$ cat src/rtl/mux_8to1_rr_pkg.sv
// Shared definitions for the round-robin 8-to-1 packet multiplexer.
package mux_pkg;
  localparam int NUM_CH = 8;
  localparam int CH_W   = 3;

  typedef enum logic {
    ST_IDLE,
    ST_LOCKED
  } state_t;
endpackage

$ cat src/rtl/mux_8to1_rr_arb.sv
// Combinational rotating-priority arbiter: first requester at or above i_ptr, wrapping 7->0.
module rr_arb8
  import mux_pkg::*;
(
  input  logic [NUM_CH-1:0] i_req,
  input  logic [CH_W-1:0]   i_ptr,
  output logic [NUM_CH-1:0] o_gnt,
  output logic [CH_W-1:0]   o_idx,
  output logic              o_any
);

  logic [CH_W-1:0] w_cand;
  logic            w_found;

  always_comb begin
    o_gnt   = '0;
    o_idx   = '0;
    w_found = 1'b0;
    w_cand  = '0;
    for (int i = 0; i < NUM_CH; i++) begin
      // 3-bit addition wraps naturally past channel 7
      w_cand = i_ptr + CH_W'(i);
      if (!w_found && i_req[w_cand]) begin
        w_found       = 1'b1;
        o_idx         = w_cand;
        o_gnt[w_cand] = 1'b1;
      end
    end
  end

  assign o_any = |i_req;

endmodule

$ cat src/rtl/mux_8to1_rr.sv
// Packet-aware round-robin 8-to-1 mux with a registered output stage and source index.
module mux_8to1_rr
  import mux_pkg::*;
#(
  parameter int DATA_W = 8
) (
  input  logic                     clk,
  input  logic                     rst_n,
  input  logic [NUM_CH-1:0]        in_valid,
  input  logic [NUM_CH*DATA_W-1:0] in_data,
  input  logic [NUM_CH-1:0]        in_last,
  output logic [NUM_CH-1:0]        in_ready,
  output logic                     out_valid,
  output logic [DATA_W-1:0]        out_data,
  output logic                     out_last,
  output logic [CH_W-1:0]          out_sel,
  input  logic                     out_ready
);

  state_t            r_state, w_state_nxt;
  logic [CH_W-1:0]   r_ptr, w_ptr_nxt;
  logic [CH_W-1:0]   r_lch, w_lch_nxt;

  logic [NUM_CH-1:0] w_req;
  logic [NUM_CH-1:0] w_gnt;
  logic [CH_W-1:0]   w_idx;
  logic              w_any;
  logic              w_free;
  logic              w_acc;
  logic              w_last;
  logic [DATA_W-1:0] w_data;

  logic              r_out_valid;
  logic [DATA_W-1:0] r_out_data;
  logic              r_out_last;
  logic [CH_W-1:0]   r_out_sel;

  // While locked, masking requests down to the owner makes the arbiter grant only it
  always_comb begin
    w_req = in_valid;
    if (r_state == ST_LOCKED) begin
      w_req = in_valid & ({{(NUM_CH-1){1'b0}}, 1'b1} << r_lch);
    end
  end

  rr_arb8 u_arb (
    .i_req (w_req),
    .i_ptr (r_ptr),
    .o_gnt (w_gnt),
    .o_idx (w_idx),
    .o_any (w_any)
  );

  assign w_free   = !r_out_valid || out_ready;
  assign w_acc    = w_free && w_any;
  assign in_ready = w_free ? w_gnt : '0;
  assign w_data   = in_data[w_idx*DATA_W +: DATA_W];
  assign w_last   = in_last[w_idx];

  always_ff @(posedge clk or negedge rst_n) begin
    if (!rst_n) begin
      r_state <= ST_IDLE;
      r_ptr   <= '0;
      r_lch   <= '0;
    end else begin
      r_state <= w_state_nxt;
      r_ptr   <= w_ptr_nxt;
      r_lch   <= w_lch_nxt;
    end
  end

  always_comb begin
    w_state_nxt = r_state;
    w_ptr_nxt   = r_ptr;
    w_lch_nxt   = r_lch;
    if (w_acc) begin
      if (w_last) begin
        w_state_nxt = ST_IDLE;
        w_ptr_nxt   = w_idx + CH_W'(1);
      end else begin
        w_state_nxt = ST_LOCKED;
        w_lch_nxt   = w_idx;
      end
    end
  end

  // Output stage: a new beat overwrites a draining one, so no bubble at full rate
  always_ff @(posedge clk or negedge rst_n) begin
    if (!rst_n) begin
      r_out_valid <= 1'b0;
      r_out_data  <= '0;
      r_out_last  <= 1'b0;
      r_out_sel   <= '0;
    end else if (w_acc) begin
      r_out_valid <= 1'b1;
      r_out_data  <= w_data;
      r_out_last  <= w_last;
      r_out_sel   <= w_idx;
    end else if (out_ready) begin
      r_out_valid <= 1'b0;
    end
  end

  assign out_valid = r_out_valid;
  assign out_data  = r_out_data;
  assign out_last  = r_out_last;
  assign out_sel   = r_out_sel;

endmodule
$ cat config.mk
export PLATFORM = sky130hd
export DESIGN_NAME = mux_8to1_rr
export DESIGN_NICKNAME = d
export VERILOG_FILES = /design/src/rtl/mux_8to1_rr_pkg.sv /design/src/rtl/mux_8to1_rr_arb.sv /design/src/rtl/mux_8to1_rr.sv
export SDC_FILE = /design/constraint.sdc
export NUM_CORES = 1
export LEC_CHECK = 0
export CORE_AREA = 5 5 92 94
export CTS_BUF_LIST = sky130_fd_sc_hd__clkbuf_8
export DETAILED_ROUTE_END_ITERATION = 10
export DIE_AREA = 0 0 97 99
export HOLD_SLACK_MARGIN = 0.08
export PLACE_DENSITY = 0.83
export RECOVER_POWER = 100
export SLEW_MARGIN = 20
export SYNTH_ARGS = -nofsm -noshare
export SYNTH_HDL_FRONTEND = slang
export SYNTH_SLANG_ARGS = --single-unit
$ cat constraint.sdc
create_clock -name clk -period 8.6 [get_ports clk]
set_clock_uncertainty 0.2 [all_clocks]
set_input_delay 1.29 -clock clk [delete_from_list [all_inputs] [get_ports clk]]
set_output_delay 1.29 -clock clk [all_outputs]
set_load 0.05 [all_outputs]
**Yosys cells after proc, flatten, opt, wreduce, memory -nomap -nowiden**

Cells that the tools add are included.

- Bitwise gates (word level): 9
- Shifts and indexed selects: 2
- Add/subtract/negate cells: 8
- Div/mod/pow operators: 0
- Mux-type cells: 62
- Reductions and logical operators: 29
- Multiply operators: 0
- Equality and inequality tests: 0
- Order comparisons: 17

Operator list:

| cell | count |
|---|---|
| 2-to-1 mux 8 bit | 10 |
| indexed part select 64 x 7 -> 8 bit | 1 |
| bitwise OR 8 bit | 7 |
| less-than comparator 3 x 4 -> 1 bit, second input constant | 9 |
| binary-select mux 1 bit (select 3 bit) | 9 |
| 2-to-1 mux 1 bit | 27 |
| demux 1 bit (select 3 bit) | 8 |
| >= comparator 3 x 1 -> 1 bit, second input constant | 8 |
| 2-to-1 mux 3 bit | 8 |
| logical AND 1 bit | 16 |
| adder 3 bit, second input constant | 4 |
| bitwise AND 8 bit | 1 |
| zero test 1 bit | 8 |
| OR reduction 8 bit | 1 |
| << shifter 1 x 3 -> 8 bit, first input constant | 1 |
| adder 3 x 1 -> 3 bit, second input constant | 2 |
| adder 3 x 2 -> 3 bit, second input constant | 2 |
| AND reduction 2 bit | 2 |
| nonzero test 2 bit | 1 |
| logical OR 1 bit | 1 |
| NOT 1 bit | 1 |

- Input port bits: 83
- Output and inout bits: 21
- RAM bits: 0
- Latch bits: 0
- ROM bits: 0
- Register bits after elaboration: 20
- Memories: 0
- Logic and storage cells: 134

**Longest topological paths before layout**

- Depth in word-level cells: 31
- Depth in mapped cells: 18

**Hierarchy**

From an unflattened synthesis, not the netlist that was laid out.

- Cells, all modules: 275
- Area total of the unflattened synthesis: 2844.0 um2

By module, submodules not included:

| module | seq. area each (um2) | instances | cells an instance | area each (um2) |
|---|---|---|---|---|
| mux_8to1_rr | 500.5 | 1 | 135 | 1515.2 |
| rr_arb8 | 0.0 | 1 | 140 | 1328.8 |

**Worst setup path after synthesis**

No wires, ideal clock.

- Kind: register to output
- From: register r_ptr[0]
- To: output in_ready[4]
- Cell stages (with the launch flop): 16
- Arrival: 4.792 ns
- Data required time: 7.110 ns
- Path buffers: 5
- Path slack: 2.318 ns
- Cells stage by stage: dfrtp_1 -> inv_1 -> buf_1 -> clkbuf_1 -> ha_1 -> clkbuf_1 -> clkbuf_1 -> mux4_2 -> mux2_4 -> nor3b_2 -> and4_1 -> buf_2 -> a21oi_1 -> mux2i_1 -> nor2_1 -> a311oi_1

- Word-level cells in the longest chain between the ends: 25
- Elaborated cells between the ends (all ways): 100

Ends and longest elaborated chain:

| what | line | RTL |
|---|---|---|
| start: declaration | mux_8to1_rr.sv:21 | `logic [CH_W-1:0] r_ptr, w_ptr_nxt;` |
| start signal: assignment | mux_8to1_rr.sv:67 | `r_ptr <= w_ptr_nxt;` |
| parallel branches: the longest is 23 deep, another holds less-than comparator 3 x 4 -> 1 bit | - |  |
| 2-to-1 mux 8 bit (*) | mux_8to1_rr_arb.sv:23 | `if (!w_found && i_req[w_cand]) begin` |
| 2-to-1 mux 8 bit (*) | mux_8to1_rr.sv:56 | `assign in_ready = w_free ? w_gnt : '0;` |
| end: declaration | mux_8to1_rr.sv:12 | `output logic [NUM_CH-1:0] in_ready,` |

Mark *: on every way between the ends. The select of a mux whose other input is x is not followed.

**Worst setup path after layout**

- From: register r_ptr[0]
- To: output in_ready[6]

Same word-level chain as after synthesis.

==> PnR_summary.wiki <==
{| class="wikitable"
! Metric !! Value
|-
| Number of buffers inserted by port buffering || 103
|-
| Number of antenna violations at the first check in global routing || 0
|-
| Routed wire length per instance || 20.10 um
|-
| Library cells used by synthesis || 77
|-
| Worst reg2reg setup slack || 1.92 ns
|-
| Number of iterations in the first detailed-routing pass || 5
|-
| Global routing met3 resource utilization || 3.822%
|-
| Remaining number of nets flagged by the antenna check after routing || 0
|-
| Post-detailed-route via-to-cell ratio || 6.591
|-
| Clk Tree Root Cell || sky130_fd_sc_hd__clkbuf_8
|-
| Last weighted congestion value of the routability-driven placer || 0.9585
|-
| Post-layout min period || 7.432 ns
|-
| Overall routing resource usage || 23.58%
|-
| Global Route met2 Usage || 39.60%
|-
| Post-synth EDFFs || 0
|-
| CTS HTree Levels || 1
|-
| Setup repair after global routing missed its margin || false
|-
| Area of the mapped netlist || 0.003328 mm2
|-
| Start of the worst register-to-register path || r_ptr[0]
|-
| Worst Hold Margin || 0.2732 ns
|-
| Area share of the largest cell type after synthesis || 15.04%
|-
| Final setup TNS || 0 ns
|-
| Cell Chain, Critical Path || inv_1 -> buf_4 -> ha_1 -> or3_1 -> o22ai_1 -> or4_1 -> a32oi_1 -> nor2_1 -> a222oi_1 -> a21oi_1 -> a21oi_1 -> nor2_1 -> dlygate4sd3_1
|-
| Count of mapped cells out of synthesis || 406
|-
| Cell taking the most area after synthesis || sky130_fd_sc_hd__dfrtp_1
|-
| Maximum single-stage delay on the critical path || 1.13 ns
|-
| Most used flip-flop cell after synthesis || sky130_fd_sc_hd__dfrtp_1
|-
| Kind of launch point of the worst setup path || flip-flop
|-
| Maximum fanout along the worst path || 36
|-
| Worst hold path startpoint || out_data[0]
|-
| Cts hold-fix bufs || 0
|-
| Worst Hold Depth || 2
|-
| Crit. Startpoint || r_ptr[0]
|-
| Final wirelength || 11.80 mm
|-
| Outcome || complete, no violations
|-
| Crit path max-delay family || compound AO/OA/AOI/OAI gates
|-
| Final routed DRC violation total || 0
|-
| Horizontal extent of the die || 97 um
|-
| Remaining Overflow, GRT || 0
|-
| Required time reported for the critical path endpoint || 7.11 ns
|-
| Reg-to-reg endpoint || out_data[6]
|-
| Length in cells of the worst reg-to-reg path || 13
|-
| Class of the tightest hold or removal check || reg2reg
|-
| Total clock buffers created by CTS || 3
|-
| Area of the die || 0.009603 mm2
|-
| Initial cell density of the core || 43.98%
|-
| Main area contributors after synthesis || sky130_fd_sc_hd__dfrtp_1 15%, sky130_fd_sc_hd__mux2i_1 8.1%, sky130_fd_sc_hd__nand2_1 7.7%
|-
| Routing usage on met1 || 31.31%
|-
| Capturing element type of the critical path || output port
|-
| Top achievable clock speed || 134.5 MHz
|-
| Most instantiated cells after synthesis || 68 x sky130_fd_sc_hd__nand2_1, 33 x sky130_fd_sc_hd__nor2_1, 27 x sky130_fd_sc_hd__mux2i_1, 20 x sky130_fd_sc_hd__dfrtp_1, 18 x sky130_fd_sc_hd__a32o_1
|-
| Clock Sinks || 20
|-
| Normalized max-slew margin || 19.54%
|-
| CTS tree || yes
|-
| Destination of the worst hold path || out_data[0]
|-
| Via count of the first global-routing pass || 3,779
|-
| Dpl hpwl || 9.085 mm
|-
| Setup violation total in the final timing report || 0
|-
| Arrival @ worst endpoint || 5.94 ns
|-
| First-pass GRT wire length || 18.98 mm
|-
| Row count || 32
|-
| Max stage delay cell, worst path || sky130_fd_sc_hd__ha_1
|-
| Floorplan core area || 0.007567 mm2
|-
| Max-cap viol count || 0
|-
| Antenna diode count || 0
|-
| Max-slew violations || 0
|-
| Final worst path period share || 86.42%
|-
| Yosys warning total || 0
|-
| Buffers inserted by post-CTS timing repair || 0
|-
| Share of synthesized area occupied by flip-flops and latches || 15.04%
|-
| Clock Pin Slew Worst Setup and Hold Paths || 0.07 ns
|-
| NumNets Final || 577
|-
| Number of vias in the routed layout || 3,869
|-
| Number of buffers and inverters on the critical path || 3
|-
| Top Usage Layer GRT || met2
|-
| Fraction of registers with async set or reset after synthesis || 100.0%
|-
| Number of failing hold endpoints at the final stage || 0
|-
| Mean instance size in the synthesized netlist || 8.198 um2
|-
| Iteration-0 DRC Markers || 356
|-
| Longest Clk Path Bufs || 2
|-
| Class of the most critical setup path || reg2out
|-
| Synthesized netlist net count || 496
|-
| Most frequently used cell type in the post-synthesis netlist || sky130_fd_sc_hd__nand2_1
|-
| Post-cts gate resize count || 0
|-
| Top-level I/O count || 104
|-
| Die span in y || 99 um
|-
| Share of final-layout standard cells stronger than drive strength 1 || 8.041%
|-
| Worst Max-Slew Pin Slew || 1.207 ns
|-
| Clock network latency to the later pin of the worst-skew pair || 0.26 ns
|-
| Maximum number of pins on one net before global-route repair || 37
|-
| Area growth, synth to finish || 30.56%
|-
| Flops & latches, synth || 20
|}
## placed cells by master, fill, tap and decap left out, drive strengths merged, types with 5 or more instances in the layout
cell,netlist,routed
nor2b,6,6
o22ai,13,13
dlygate4sd3,0,23
clkdlybuf4s50,0,80
nand4,5,5
a32o,18,18
or2,8,8
dfrtp,20,20
a21oi,12,12
inv,8,7
mux4,12,12
or3,5,5
nor3,7,7
o21ai,14,14
mux2i,30,30
o31ai,9,9
nand2,68,68
ha,7,7
o2111ai,7,7
a22oi,6,6
o21a,9,9
nand3,13,13
o211ai,8,8
nor2,35,35
## metal layers
layer  vias up  routed length [um]
met2       232                5788
met3        24                 973
met5         -                   0
met4         0                 229
li1       1748                   -
met1      1865                4807
## final cells by class
| cell class | instances | area [um2] |
|---|---|---|
| Inverter | 9 | 33.78 |
| Timing Repair Buffer | 104 | 1039 |
| Clock buffer | 3 | 41.29 |
| Tap cell | 102 | 127.6 |
| Fill cell | 687 | 3222 |
| Sequential cell | 20 | 500.5 |
| Multi-Input combinational cell | 349 | 2604 |
## how the worst max path moves through the flow
stage          depth (start not counted)  slack [ns]           to
6_report                              13        1.17  in_ready[6]
5_1_grt                               13        0.84  in_ready[6]
4_1_cts                               12        1.53  in_ready[6]
3_5_place_dp                          12        1.77  in_ready[6]
3_3_place_gp                          14        1.91  in_ready[1]
2_1_floorplan                         15        2.32  in_ready[4]
## worst min-delay path: stages (launching register included)
cell and delay, ns:
sky130_fd_sc_hd__dfrtp_1 0.34, sky130_fd_sc_hd__nand2_1 0.05, sky130_fd_sc_hd__o31ai_1 0.05
## logic make-up (layout without fill, tap and decap cells)
| logic type | count (synthesis) | count (layout) | share of synthesized area [%] |
|---|---|---|---|
| AOI/OAI and AO/OA | 122 | 122 | 29.89 |
| buffers and inverters | 37 | 116 | 5.488 |
| muxes | 46 | 46 | 19.92 |
| xor gates and xnor gates | 4 | 4 | 1.053 |
| and+or+nand+nor | 170 | 170 | 25.98 |
| adders and majority gates | 7 | 7 | 2.631 |
| DFF | 20 | 20 | 15.04 |
## state kept, by name, summed over array words and instances (netlist names)
register / count
out_data: 8
out_last: 1
out_sel: 3
out_valid: 1
r_lch: 3
r_ptr: 3
r_state: 1
## per-stage QoR
stage	cells	setup WS [ns]	instance area, um2	util [%]
after global placement	584	1.914	4345	57.42
final	587	1.168	4345	57.42
after detailed placement	584	1.772	4345	57.42
after floorplan	406	2.318	3328	-
after CTS	587	1.533	4387	57.97
after global routing	587	0.8361	4345	57.42
Power is left out: the tool's default activity adds up to more than one toggle a clock period on the data nets, which glitch-free logic cannot reach.
